--- src/rtl/swp_sequencer.sv ---
// ---------------------------------------------------------------------------
// swp_sequencer
//
// Sits beside the instruction decoder in the ID stage. It expands one SWP
// instruction into two back-to-back micro-ops: FIRST, then SECOND. For each
// micro-op it drives the register-file swap select and the write-back enable.
// While the first micro-op issues it freezes the PC and the IF/ID register,
// so that SWP stays in ID for both micro-ops. Hazard stalls and branch
// flushes are honoured, and the block counts completed swaps.
//
// When uop_valid is high, the ID/EXE mux takes exec_cmd and wb_en from this
// block instead of from the decoder.
//
// Ports
//   clk           in   system clock, rising edge
//   rst           in   asynchronous, active-high reset
//   opcode[5:0]   in   opcode of the instruction currently in ID
//   id_valid      in   ID holds a real (non-bubble) instruction
//   hazard_stall  in   hazard unit requests ID hold this cycle
//   flush         in   taken branch in EXE; kill the ID contents
//   freeze        out  hold PC and IF/ID register
//   uop_valid     out  micro-op outputs are valid and override the decoder
//   uop_exec_cmd  out  ALU command for the current micro-op
//   swp_sel[1:0]  out  swap select: 01 = first, 10 = second, 00 = none
//   uop_wb_en     out  write-back enable for the current micro-op
//   busy          out  sequencer is mid-SWP (state SECOND)
//   swp_count     out  number of completed SWPs; wraps at all-ones
//
// All outputs except swp_count are combinational from the state and the
// inputs. They are held at zero for as long as rst is high, without waiting
// for a clock edge.
// ---------------------------------------------------------------------------
module swp_sequencer #(
    parameter logic [5:0] SWP_OPCODE = 6'b111111,
    parameter logic [3:0] FIRST_CMD  = 4'b1100,
    parameter logic [3:0] SECOND_CMD = 4'b1101,
    parameter int         CNT_W      = 16
) (
    input  logic             clk,
    input  logic             rst,
    input  logic [5:0]       opcode,
    input  logic             id_valid,
    input  logic             hazard_stall,
    input  logic             flush,
    output logic             freeze,
    output logic             uop_valid,
    output logic [3:0]       uop_exec_cmd,
    output logic [1:0]       swp_sel,
    output logic             uop_wb_en,
    output logic             busy,
    output logic [CNT_W-1:0] swp_count
);

    typedef enum logic {
        IDLE   = 1'b0,
        SECOND = 1'b1
    } state_t;

    localparam logic [1:0] SEL_NONE   = 2'b00;
    localparam logic [1:0] SEL_FIRST  = 2'b01;
    localparam logic [1:0] SEL_SECOND = 2'b10;

    state_t           state_r;
    state_t           next_state_s;
    logic [CNT_W-1:0] count_r;

    logic             det_s;
    logic             inc_s;
    logic             freeze_s;
    logic             uop_valid_s;
    logic [3:0]       uop_exec_cmd_s;
    logic [1:0]       swp_sel_s;
    logic             uop_wb_en_s;
    logic             busy_s;

    // A SWP can start only when it is a real instruction and is neither being
    // held by the hazard unit nor killed by a branch in EXE.
    assign det_s = id_valid & (opcode == SWP_OPCODE) & ~hazard_stall & ~flush;

    // State register. Reset returns to IDLE at once, so a SECOND micro-op
    // that is still pending is dropped.
    always_ff @(posedge clk or posedge rst) begin
        if (rst) begin
            state_r <= IDLE;
        end else begin
            state_r <= next_state_s;
        end
    end

    // Next-state and micro-op decode. In SECOND, opcode and id_valid are
    // not looked at: IF/ID was frozen during FIRST, so they still describe
    // the same SWP.
    always_comb begin
        next_state_s   = state_r;
        freeze_s       = 1'b0;
        uop_valid_s    = 1'b0;
        uop_exec_cmd_s = 4'b0000;
        swp_sel_s      = SEL_NONE;
        uop_wb_en_s    = 1'b0;
        inc_s          = 1'b0;
        busy_s         = 1'b0;
        case (state_r)
            IDLE: begin
                if (det_s) begin
                    // Freeze PC and IF/ID so SWP is still in ID next cycle.
                    uop_valid_s    = 1'b1;
                    uop_exec_cmd_s = FIRST_CMD;
                    swp_sel_s      = SEL_FIRST;
                    uop_wb_en_s    = 1'b1;
                    freeze_s       = 1'b1;
                    next_state_s   = SECOND;
                end else begin
                    // The hazard unit ORs its own freeze in externally.
                    next_state_s   = IDLE;
                end
            end
            SECOND: begin
                busy_s = 1'b1;
                if (flush) begin
                    // The branch kills SWP: nothing issues and nothing is counted.
                    next_state_s = IDLE;
                end else if (hazard_stall) begin
                    // Hold SWP in ID and issue a bubble until the hazard clears.
                    freeze_s     = 1'b1;
                    next_state_s = SECOND;
                end else begin
                    // No freeze here, so the next instruction enters ID on
                    // the same edge that completes the swap.
                    uop_valid_s    = 1'b1;
                    uop_exec_cmd_s = SECOND_CMD;
                    swp_sel_s      = SEL_SECOND;
                    uop_wb_en_s    = 1'b1;
                    inc_s          = 1'b1;
                    next_state_s   = IDLE;
                end
            end
            default: begin
                next_state_s = IDLE;
            end
        endcase
    end

    // Output gating: rst forces every output to zero immediately, including
    // the combinational ones, without waiting for the state register.
    always_comb begin
        if (rst) begin
            freeze       = 1'b0;
            uop_valid    = 1'b0;
            uop_exec_cmd = 4'b0000;
            swp_sel      = SEL_NONE;
            uop_wb_en    = 1'b0;
            busy         = 1'b0;
        end else begin
            freeze       = freeze_s;
            uop_valid    = uop_valid_s;
            uop_exec_cmd = uop_exec_cmd_s;
            swp_sel      = swp_sel_s;
            uop_wb_en    = uop_wb_en_s;
            busy         = busy_s;
        end
    end

    // Completed-swap counter. It advances only when SECOND actually issues,
    // and it wraps naturally from all-ones to zero.
    always_ff @(posedge clk or posedge rst) begin
        if (rst) begin
            count_r <= {CNT_W{1'b0}};
        end else if (inc_s) begin
            count_r <= count_r + {{(CNT_W-1){1'b0}}, 1'b1};
        end else begin
            count_r <= count_r;
        end
    end

    assign swp_count = count_r;

endmodule

--- config.mk ---
export PLATFORM = sky130hd
export DESIGN_NAME = swp_sequencer
export DESIGN_NICKNAME = d
export VERILOG_FILES = /design/src/rtl/swp_sequencer.sv
export SDC_FILE = /design/constraint.sdc
export NUM_CORES = 1
export LEC_CHECK = 0
export BUFFER_PORTS_ARGS = -buffer_cell sky130_fd_sc_hd__buf_2
export CORE_MARGIN = 4
export CORE_UTILIZATION = 25
export DETAILED_ROUTE_END_ITERATION = 6
export GPL_TIMING_DRIVEN = 1
export PLACE_DENSITY = 0.48
export SLEW_MARGIN = 10
export SYNTH_ARGS = -nofsm -noshare
export SYNTH_HDL_FRONTEND = slang
export SYNTH_SLANG_ARGS = --single-unit
--- constraint.sdc ---
create_clock -name clk -period 1.3 [get_ports clk]
set_input_delay 0.13 -clock clk [delete_from_list [all_inputs] [get_ports clk]]
set_output_delay 0.13 -clock clk [all_outputs]
set_load 0.01 [all_outputs]
==> impl_results.md <==
- Worst Path Buf+Inv: 2
- Internal power: 0.6690 mW
- Critical R2R Capture: swp_count[11]
- Layout area overhead: 50.97%
- Worst skew pair latency: 0.29 ns
- Die area: 4361 sq um
- Worst-path fanout max: 2
- CTS max path bufs: 2
- Final WS setup: -0.05604 ns
- Min Tclk post-route: about 1.4 ns
- Synth top area cells: dfrtp_1 (51%), xnor2_1 (9.4%), xor2_1 (6.2%)
- Core area: 3128 sq um
- Worst Setup Path Type: input pin to primary output
- Number of nets in the layout: 148
- I/O Buffers: 35
- Power density over cell area: between 600 and 700 nW/um^2
- Root Driver: clkbuf_4
- Startpoint Class: input pin
- Largest net degree at the start of global routing: 18
- R2R Setup Slk: 0 ns
- Total power: 0.8736 mW
- Min-Delay Endpoint: swp_count[7]
- Max-slew violation count: 0
- DRT iter0 DRCs: 24
- Crit path cell chain: buf_2, or4_4, o22ai_2, and2_1, buf_2
- Share of cells above drive strength 1: about 50%
- Routed vias/inst: 4.218
- GRT overflow: 0
- Synth Cell Area: around 840 sq um
- VDD IR max: 0.0004343 V
- Reg2Reg Launch Point: state_r
- Hold Vio Cnt, Final: 0
- Top post-synthesis cells by count: dfrtp_1 (17), xnor2_1 (9), nand2_1 (8)
- H-tree depth: 1
- Period utilisation layout: 104.3%
- Clock skew: 0.001358 ns
- Main flop type after synthesis: dfrtp_1
- Fraction of registers with async set/reset: 100.0%
- Clk sinks: 17
- Routed vias: 755
- Most instantiated library cell after synthesis: dfrtp_1
- Yosys reg bits: 17
- Initial Util: between 20 and 30%
- Finished Core Util: 40.64%
- Met3 Use GR: 3.912%
- Number of flops mapped to enable cells by yosys: 0
- Crit. Startpoint: flush
- Syn nets: 91
- Final setup viols: 6
- Part of the power in registers: 60.8%
- Placed cell area: 1174 sq um
- Router iterations before antenna repair: 4
- Vias in the first global route: 760
- Max-cap viol count: 0
- Cts bufs inserted: 3
- Antenna violations before repair: 0
- GPL Wtd Cong: roughly 0.73
- DRC: 0
- Worst reg-to-reg path cell count: 4
- Seq/Total Area, Yosys: 50.52%
- Switch share: between 20% and 30%
- Netlist cell types: 21
- Post-DRT Antenna Nets: 0
- Worst EP arrival: 1.23 ns
- P_sw: 0.2046 mW
- Total GRT Usage: 9.758%
- Total Wirelength: 1993 um
- CP delay by family, top: simple AND/OR/NAND/NOR gates
- Clk pwr share: 33.1%
- Min-delay src: flush
- Antenna diode count: 0
- Share of the synthesized area in the top cell type: 50.52%
- Placed instance count: 171
- Worst Path Required: 1.17 ns
- FP Rows: 20
- Status: finished with violations
- CP most frequent cell: buf_2
- Post-route cell area: 1271 sq um
- Mean Syn Cell Area: 10.66 sq um
- Dominant cell type by area after synthesis: dfrtp_1
- GR peak layer: met2
- P_leak: between 0.7 and 0.8 nW
- Hold Crit Class: input pin to register
- Clk slew on worst S/H paths: 0.10 ns
- Global routing usage on met1: between 10% and 20%
- Setup_tns: -0.2331 ns
- Violated checks: setup timing
- Yosys warning total: 0
- Combinational share of power: slightly above 6%
- IO Pins: 37
- Die height: around 66 um
- Maximum achievable frequency: 737.4 MHz
- RSZ-0062 raised after global routing: yes
- Dpl ws: -0.1108 ns
- Delay of the slowest critical-path stage: 0.54 ns
- Die X-Extent: 66.04 um
- Synth Instances: 79
- Met2 track demand over resource: ~16%
- Non-filler cells, final: 179
- First-pass GRT wire length: 3325 um
- Wire length per cell: roughly 11 um
- CTS tree: built
- CP max stage cell: or4_4
- Hold Crit Depth: 5
- Critical Path Sink Type: primary output
- Post-DP HPWL: 1575 um
- Worst hold slack: 0.3024 ns
## state kept, by name, summed over array words and instances, names as in the netlist
register,cells
swp_count,16
state_r,1
## cells by family (layout without fill, tap and decap cells)
kind of cell    Yosys count  after routing  share of synthesized area (%)
xor+xnor                 15             15                          15.60
simple gates             36             36                          24.37
other cells               1              1                         0.4453
fa+ha+maj                 1              1                          1.486
buf+inv                   6             62                          4.903
compound gates            2              2                          1.337
mux                       1              1                          1.337
flops                    17             17                          50.52
## layout by cell type (no fill, tap or decap), types with 2 or more instances in the layout
cell	Yosys	routed
and3_1	2	2
and4_1	4	4
buf_2	0	35
buf_4	5	19
buf_6	0	2
clkbuf_4	0	3
dfrtp_1	17	17
nand2_1	8	7
nand3_1	4	4
nand4_1	6	6
nor2_1	7	6
xnor2_1	9	8
xor2_1	6	6
## area by class of cell
class | instances | area (sq um)
Tap cell | 44 | 55.05
Sequential cell | 17 | 425.4
Multi-Input combinational cell | 56 | 409.1
Clock buffer | 3 | 22.52
Inverter | 1 | 3.754
Timing Repair Buffer | 57 | 350.3
Clock inverter | 1 | 5.005
Fill cell | 317 | 1857
## power groups by stage
stage	sequential, mW	clock [mW]	combinational, mW
final	0.531	0.289	0.0534
after global routing	0.532	0.318	0.0609
after CTS	0.531	0.303	0.0549
after detailed placement	0.542	0	0.0502
after global placement	0.541	0	0.0486
after floorplan	0.542	0	0.0157
## layer usage
layer	part of all wire [%]	routed length, um
met5	0	0
met4	0.45	9
met3	7.0	139
met2	47	942
met1	45	901
## tightest hold or removal path, stage by stage
cell     delay [ns]
buf_2          0.09
buf_4          0.12
nor3b_4        0.05
nand3_1        0.10
xnor2_1        0.07
## worst max path at each step
stage	endpoint	depth (start not counted)
finish	freeze	5
global placement	uop_valid	5
CTS	freeze	4
detailed placement	uop_wb_en	6
global route	freeze	4
floorplan	swp_count[15]	4
## repair_timing
action,in CTS,in global routing
pin swaps,6,6
endpoints found under the setup margin,9,17
setup buffers,3,1
gates resized for setup,6,2
endpoints found under the hold margin,17,0
hold buffers,1,0
(Power assumes the default switching activity.)
